[src/rtl/shift_pkg.sv]
// Shared types for the pipelined barrel shifter.
// Op codes and the per-level stage register bundle.
package shift_pkg;

    localparam int MAXW = 64;
    localparam int MAXA = 6;

    typedef enum logic [1:0] {
        OP_SLL = 2'b00,
        OP_SRL = 2'b01,
        OP_SRA = 2'b10,
        OP_ROR = 2'b11
    } op_e;

    // Sized for the widest legal WIDTH; narrower builds use the low bits.
    typedef struct packed {
        logic            valid;
        op_e             op;
        logic [MAXA-1:0] amt;
        logic [MAXW-1:0] data;
    } stage_t;

endpackage

[src/rtl/shift_stage.sv]
// One barrel-shifter level: conditional shift by SHIFT plus elastic register.
// Rotate support is compiled in by PIPE_SHIFTER_ROTATE_EN.
module shift_stage
    import shift_pkg::*;
#(
    parameter int WIDTH = 32,
    parameter int SHIFT = 1
) (
    input  logic   clock,
    input  logic   reset,
    input  logic   flush,
    input  stage_t up,
    output logic   ready,
    input  logic   down_ready,
    output stage_t q
);

    localparam int LVL = $clog2(SHIFT);

    logic [WIDTH-1:0] d;
    logic [WIDTH-1:0] res;
    logic             unused_bits;

    assign d           = up.data[WIDTH-1:0];
    assign unused_bits = ^{up.data, up.amt};

    // Register can take a new entry when empty or when it drains this cycle.
    assign ready = !q.valid || down_ready;

    // Shift by this level's weight when its amount bit is set.
    always_comb begin
        res = d;
        unique case (up.op)
            OP_SLL: if (up.amt[LVL]) res = d << SHIFT;
            OP_SRL: if (up.amt[LVL]) res = d >> SHIFT;
            OP_SRA: if (up.amt[LVL]) res = $signed(d) >>> SHIFT;
`ifdef PIPE_SHIFTER_ROTATE_EN
            OP_ROR: if (up.amt[LVL]) res = {d[SHIFT-1:0], d[WIDTH-1:SHIFT]};
`else
            OP_ROR: res = '0;
`endif
            default: res = d;
        endcase
    end

    // Stage register: reset beats flush, flush beats a load.
    always_ff @(posedge clock) begin
        if (reset) begin
            q <= '0;
        end else if (flush) begin
            q.valid <= 1'b0;
        end else if (ready) begin
            q.valid <= up.valid;
            if (up.valid) begin
                q.op   <= up.op;
                q.amt  <= up.amt;
                q.data <= MAXW'(res);
            end
        end
    end

endmodule

[src/rtl/pipe_shifter.sv]
// Elastic pipelined barrel shifter, one register per shift level.
// Define PIPE_SHIFTER_ROTATE_EN to enable the ROR operation.
module pipe_shifter
    import shift_pkg::*;
#(
    parameter  int WIDTH = 32,
    localparam int AMTW  = $clog2(WIDTH)
) (
    input  logic             clock,
    input  logic             reset,
    input  logic             flush,
    input  logic             in_valid,
    output logic             in_ready,
    input  logic [1:0]       in_op,
    input  logic [WIDTH-1:0] in_data,
    input  logic [AMTW-1:0]  in_amt,
    output logic             out_valid,
    input  logic             out_ready,
    output logic [WIDTH-1:0] out_data
);

    stage_t [AMTW:0] st;
    logic   [AMTW:0] rdy;
    logic            unused_tail;

    assign st[0].valid = in_valid;
    assign st[0].op    = op_e'(in_op);
    assign st[0].amt   = MAXA'(in_amt);
    assign st[0].data  = MAXW'(in_data);

    assign rdy[AMTW] = out_ready;

    // Nothing enters while the pipe is being cleared.
    assign in_ready = rdy[0] && !flush && !reset;

    assign out_valid   = st[AMTW].valid;
    assign out_data    = st[AMTW].data[WIDTH-1:0];
    assign unused_tail = ^{st[AMTW].data, st[AMTW].amt, st[AMTW].op};

    for (genvar k = 0; k < AMTW; k++) begin : g_lvl
        shift_stage #(
            .WIDTH (WIDTH),
            .SHIFT (1 << k)
        ) u_stage (
            .clock      (clock),
            .reset      (reset),
            .flush      (flush),
            .up         (st[k]),
            .ready      (rdy[k]),
            .down_ready (rdy[k+1]),
            .q          (st[k+1])
        );
    end

endmodule

[config.mk]
export PLATFORM = sky130hd
export DESIGN_NAME = pipe_shifter
export DESIGN_NICKNAME = d
export VERILOG_FILES = /design/src/rtl/shift_pkg.sv /design/src/rtl/shift_stage.sv /design/src/rtl/pipe_shifter.sv
export SDC_FILE = /design/constraint.sdc
export NUM_CORES = 1
export LEC_CHECK = 0
export CELL_PAD_IN_SITES_DETAIL_PLACEMENT = 0
export CELL_PAD_IN_SITES_GLOBAL_PLACEMENT = 1
export CORE_UTILIZATION = 46
export DETAILED_ROUTE_END_ITERATION = 8
export GPL_ROUTABILITY_DRIVEN = 0
export GPL_TIMING_DRIVEN = 0
export HOLD_SLACK_MARGIN = 0.03
export PLACE_DENSITY_LB_ADDON = 0.15
export RECOVER_POWER = 25
export SLEW_MARGIN = 20
export SYNTH_ARGS = -nofsm -noshare
export SYNTH_HDL_FRONTEND = slang
export SYNTH_HIERARCHICAL = 1
export SYNTH_SLANG_ARGS = --single-unit
[constraint.sdc]
create_clock -name clock -period 5.8 [get_ports clock]
set_input_delay 1.45 -clock clock [delete_from_list [all_inputs] [get_ports clock]]
set_output_delay 1.45 -clock clock [all_outputs]
set_load 0.02 [all_outputs]
==> results of run 1 <==
[worst paths after layout]
path                                                       endpoint  slack [ns]  cells past startpoint
worst max-delay path                                       in_ready        0.22                     16
worst min-delay path            g_lvl[1].u_stage/q[66]$_SDFFE_PP0P_        0.46                      2
worst max register to register   g_lvl[0].u_stage/q[2]$_SDFFE_PP0P_        2.73                     17
worst min register to register  g_lvl[1].u_stage/q[66]$_SDFFE_PP0P_        0.46                      2
[metrics by stage]
stage	hold slack [ns]	TNS [ns]	area, um2	instances	util, %
floorplan	0.429	0	11100	1325	-
global placement	0.444	-0.371	12200	1720	51.9
detailed placement	0.444	-0.341	12200	1720	51.9
CTS	0.455	0	12800	1752	54.6
global route	0.485	0	12900	1752	54.6
finish	0.456	0	12900	1752	54.6
[critical path, stage by stage]
cell and delay [ns]:
clkdlybuf4s50_1 0.40, nor2b_1 0.11, clkbuf_2 0.14, inv_1 0.10, buf_2 0.14, nor2b_1 0.09
buf_2 0.16, inv_2 0.08, buf_2 0.15, nand2b_2 0.27, nor2b_4 0.18, inv_2 0.09
nor2b_4 0.16, inv_1 0.10, nor3b_2 0.16, dlygate4sd2_1 0.36
[placed cells by master, fill, tap and decap left out, types with 22 or more instances in the layout]
master and instances:
nor3_1 22, nand2_1 141, a21oi_1 155, dfxtp_1 183, a211oi_1 38, buf_2 46
o211a_1 24, o21ai_0 60, a211o_1 43, clkbuf_1 70, o2111ai_1 24, mux2i_1 79
nor2b_1 77, nor2_1 79, dlygate4sd3_1 35, clkdlybuf4s50_1 40
[layer usage]
metal,global-route usage (%),vias up,part of all wire [%]
met1,43.2,5033,50
li1,-,5101,-
met2,41.9,334,43
met4,7.44,0,1.7
met3,4.82,46,6.0
met5,0,-,0
[what timing repair did]
item                                    in CTS  in global routing
gates resized for setup                      3                  4
hold buffers                                 0                  0
endpoints found under the setup margin       1                  1
[area by class of cell]
class | count | area [um2]
Fill cell | 2335 | 10700
Multi-Input combinational cell | 969 | 6520
Clock buffer | 17 | 425
Sequential cell | 183 | 3660
Tap cell | 319 | 399
Timing Repair Buffer | 76 | 759
Buffer | 149 | 811
Inverter | 24 | 90.1
Clock inverter | 15 | 193
[power breakdown]
part	internal [W]	total [W]	switching, W
clock	0.000621	0.00120	0.000581
combinational	0.000101	0.000237	0.000136
sequential	0.00127	0.00129	0.0000225
==> run summary, run 1 <==
The worst hold path begins at g_lvl[0].u_stage/q[66]$_SDFFE_PP0P_. The pre-CTS worst setup slack is -0.341 ns. The DRC violation count after routing is 4. The die area is 0.0247 mm2. The chip width came out at 157 um.

The floorplan has 56 rows. The starting utilization of the core area is 47.0%. The overall track demand over capacity in global routing came out at 28.7%.

The register with the most flip-flops in the final layout is g_lvl.u_stage/q. The detailed-route wire length per cell is 19.9 um. The placed wire-length estimate is 26,500 um. The final worst clock skew is 0.0228 ns. The final setup slack of the worst path came out at 0.222 ns. The number of antenna repair diodes came out at 0. The total clock sinks came out at 183. Cells with a size suffix above 1 make up 13.2% of the layout. The final reports fail on design-rule violations. The critical path is of the in -> out type. The count of nets left with antenna violations once routing finished came out at 0.

Data arrives at the worst endpoint at 4.13 ns. Headroom to the max-slew limit came out at 42.2%. The remaining global-route overflow came out at 0. The register with the most flip-flops in the layout has 183 of them. The total power is 0.00273 W.

The largest registers in the layout are g_lvl.u_stage/q (183). Based on the critical path, the design can be clocked at up to 179 MHz. The Yosys step of the flow raised 6 warnings. The post-synthesis cell count is 1,325. The number of endpoints with negative hold slack in the final report is 0. In this run the static leakage power is 4.54 nW. The measured slew at the worst slew-check pin is 0.864 ns. The height of the chip is 157 um.

The clock transition at the registers of the reported paths came out at 0.07 ns. CTS built an H-tree with a depth of 4. The critical path starts at out_ready. The via total after detailed routing came out at 10,500. The top fanout value on the critical path is 6. The first global-routing pass estimated 54,700 um of wire. The synthesis-to-layout area growth came out at 16.2%. The final wirelength came out at 34,900 um. The number of buffers created by CTS came out at 17.

The routed design could run at a clock period as short as 5.58 ns. The initial antenna violation count came to 0. The clock root buffer is clkbuf_16. STA classifies the critical path endpoint as an output port. The post-CTS repair timing setup buffer count is 0. The number of global-route vias before repair is 9,560. In this run the standard cell core region covers 0.0235 mm2. The final number of max-transition violations came to 0.

Of the available clock period, the critical path in the final layout requires 96.2%. For this run, the post-layout net count is 1,464. The boundary pin count is 78. The count of routing violations after the opening detailed-route iteration came out at 949. The flow ran to the end, but the final reports show violations. The max-cap violation count is 0. IR analysis of the VDD net gives a maximum drop of 0.000189 V. The clock latency on the worst-skew pair is 0.45 ns. The min-delay analysis places its worst path in the category reg -> reg.

The maximum number of pins on one net before global-route repair is 20. The worst register-to-register path begins at g_lvl[4].u_stage/q[72]$_SDFFE_PP0P_. The synthesized net count is 1,369. The synthesized area divided by synthesized cell count came out at 8.35 um2. The areal power density over the cells is 213 mW/mm2. Port buffering added 76 buffers. Setup violations remaining at the end of the flow were counted as 0. STA puts the critical path data required time at 4.35 ns. The worst setup path is launched from an input pin. The TritonCTS clock tree is done. The mapped netlist covers 0.0111 mm2. The routed via count divided by cell count came out at 6.00. Setup repair after global routing left no endpoint under its margin. The first-pass iteration count of the detailed router is 9. The maximum clock insertion buffer count is 2.
No activity file was read; power rests on OpenSTA's default activity.
==> inputs of run 2 (changes only) <==
--- a/config.mk
+++ b/config.mk
@@ -7,8 +7,9 @@
 export LEC_CHECK = 0
 export CELL_PAD_IN_SITES_DETAIL_PLACEMENT = 0
 export CELL_PAD_IN_SITES_GLOBAL_PLACEMENT = 1
-export CORE_UTILIZATION = 46
+export CORE_UTILIZATION = 49
 export DETAILED_ROUTE_END_ITERATION = 8
+export DONT_BUFFER_PORTS = 1
 export GPL_ROUTABILITY_DRIVEN = 0
 export GPL_TIMING_DRIVEN = 0
 export HOLD_SLACK_MARGIN = 0.03
==> run 2 against run 1 <==
Net effect: the run now ends clean; clock power shrank 5%; clock-buffer cell count grew 2; critical path depth shrank 2; combinational power shrank 18%; utilization is essentially flat; critical path type unchanged; largest power group unchanged.
==> run summary, run 2 (synthesis results as in run 1) <==
The synthesis-to-layout area growth is 8.39%. The core area came out at 0.0220 mm2. The max-cap violation count is 0.

The library cell used most frequently in the layout, excluding fill and tap cells, is dfxtp_1. Walking the worst path, the cells encountered are nor2b_1, clkbuf_1, inv_1, buf_2, nor2b_1, buf_2, inv_2, buf_2, nand2b_1, nor2b_1, inv_2, nor2b_1, inv_1, nor3b_2. The number of global-route vias before repair was 9,356. STA classifies the critical path startpoint as an input pin.

Entering global routing, the biggest net connects 19 pins. The DRC violation count after routing is 0. The final worst-path cycle share is 91.1%.

The static leakage is 4.12 nW. The count of routing violations after the opening detailed-route iteration came out at 986. Row generation in the floorplan step produced 54 rows. The total clock sinks is 183.

TritonCTS built the clock tree. The final-stage net count is 1,388. The chip width is 152 um. The relative max-transition margin came out at 54.2%. In the layout the commonest cells are dfxtp_1 (183), a21oi_1 (155), nand2_1 (141). The via total after detailed routing came out at 10,200. The pre-CTS worst setup slack is 0.587 ns. The clock transition at the registers of the reported paths came out at 0.07 ns. The cts-stage hold buffer count came out at 0. The wire length of the first global-routing pass is 54,000 um. Clock tree synthesis selected as its root buffer the cell clkbuf_16. The critical path data arrival time is 3.83 ns. The share of cells above drive strength 1 came out at 13.6%. The achievable frequency came out at 189 MHz. The measured slew at the worst slew-check pin came out at 0.684 ns. The critical path class is in -> out. The initial antenna violation count is 0. The flip-flop count of the largest register after layout came out at 183. The final worst clock skew came out at 0.0174 ns. The areal power density over the cells came out at 220 mW/mm2. Counting stages on the worst path, the most repeated cell is nor2b_1. The floorplan step defined a die boundary enclosing 0.0232 mm2.

At the worst endpoint, the required time is 4.35 ns. The top register by number of flip-flops is g_lvl.u_stage/q. The first-pass iteration count of the detailed router is 7.

The number of fill cells came out at 2,133. After clock tree synthesis, the repair step resized 0 gates. The maximum clock insertion buffer count came out at 2.

The biggest cell delay along the critical path is 0.31 ns. The minimum clock period came out at 5.28 ns. The slowest stage of the critical path is the nor2b_1 cell. In this run, CTS created clock tree buffers numbering 17.

The remaining global-route overflow came out at 0. The run finished with clean final reports. STA classifies the critical path endpoint as an output port. The final number of max-transition violations is 0. Once routing completed, OpenROAD measured the worst setup slack at 0.516 ns. Setup repair after global routing left no endpoint under its margin. The starting utilization of the core area is 50.4%. After legalization and detailed placement, the total HPWL measured 26,000 um. The final antenna-violating net count is 0. Across the VDD grid, the largest voltage drop is 0.000158 V. For this block, the routed nets add up to 34,300 um of wire. The overall track demand over capacity in global routing is 29.5%. The worst hold path belongs to the class reg -> reg. The H-tree depth is 4. In this run the count of I/O pins placed on the die edge is 78.

The final-layout setup total negative slack is 0 ns. Along the worst path, the maximum fanout reaches 6. The number of endpoints with negative hold slack in the final report came to 0. Measured along the y axis, the die boundary spans 152 um.

The final-report setup violation count is 0. The count of cells in the finished layout, fillers not included, comes to 1,637. The clock latency on the worst-skew pair is 0.44 ns. The routed via count divided by cell count is 6.24. The total of buffers placed on input and output ports came out at 0. The number of antenna repair diodes is 0. Counting tap cells, the placed design contains a total of 1,605 instances. The detailed-route wire length per cell is 20.9 um. The largest registers in the layout are g_lvl.u_stage/q (183). The final core utilization is 54.6%. The post-CTS repair timing setup buffer count is 0.
==> run 2: layout make-up <==
type | instances | area (um2) | area share [%]
Inverter | 24 | 90.1 | 0.751
Clock buffer | 19 | 453 | 3.78
Clock inverter | 13 | 126 | 1.05
Multi-Input combinational cell | 969 | 6500 | 54.2
Buffer | 149 | 808 | 6.74
Sequential cell | 183 | 3660 | 30.6
Tap cell | 280 | 350 | 2.92
==> run 2: metal layers <==
layer	wire length [um]	global-route usage [%]	part of all wire, %	vias up
li1	-	-	-	4930
met5	0	0	0	-
met4	387	5.98	1.1	0
met2	14500	43.1	42	380
met1	16500	43.8	48	4877
met3	2840	6.66	8.3	24
==> run 2: stage by stage <==
stage / hold WS [ns] / area [um2] / total power (W)
4_1_cts: 0.455 / 12000 / 0.00265
3_5_place_dp: 0.446 / 11400 / 0.00152
5_1_grt: 0.479 / 12000 / 0.00274
6_report: 0.455 / 12000 / 0.00263
3_3_place_gp: 0.443 / 11400 / 0.00151
2_1_floorplan: 0.429 / 11100 / 0.00147
==> run 2: final timing paths <==
kind | start | end | slack [ns] | cells after the start
hold / removal | g_lvl[0].u_stage/q[66]$_SDFFE_PP0P_ | g_lvl[0].u_stage/q[66]$_SDFFE_PP0P_ | 0.45 | 2
hold reg to reg | g_lvl[0].u_stage/q[66]$_SDFFE_PP0P_ | g_lvl[0].u_stage/q[66]$_SDFFE_PP0P_ | 0.45 | 2
setup reg to reg | g_lvl[4].u_stage/q[72]$_SDFFE_PP0P_ | g_lvl[0].u_stage/q[71]$_SDFFE_PP0P_ | 2.19 | 17
setup / recovery | out_ready | in_ready | 0.52 | 14
==> run 2: where the power goes <==
part	switching (W)	internal (W)
Sequential	0.0000224	0.00127
Clock	0.000550	0.000594
Combinational	0.000119	0.0000763
Total	0.000691	0.00194
==> run 2: critical path: cells and delay by family <==
kind,cells,cell delay (ns)
buf+inv,8,1.08
simple gates,6,1.29
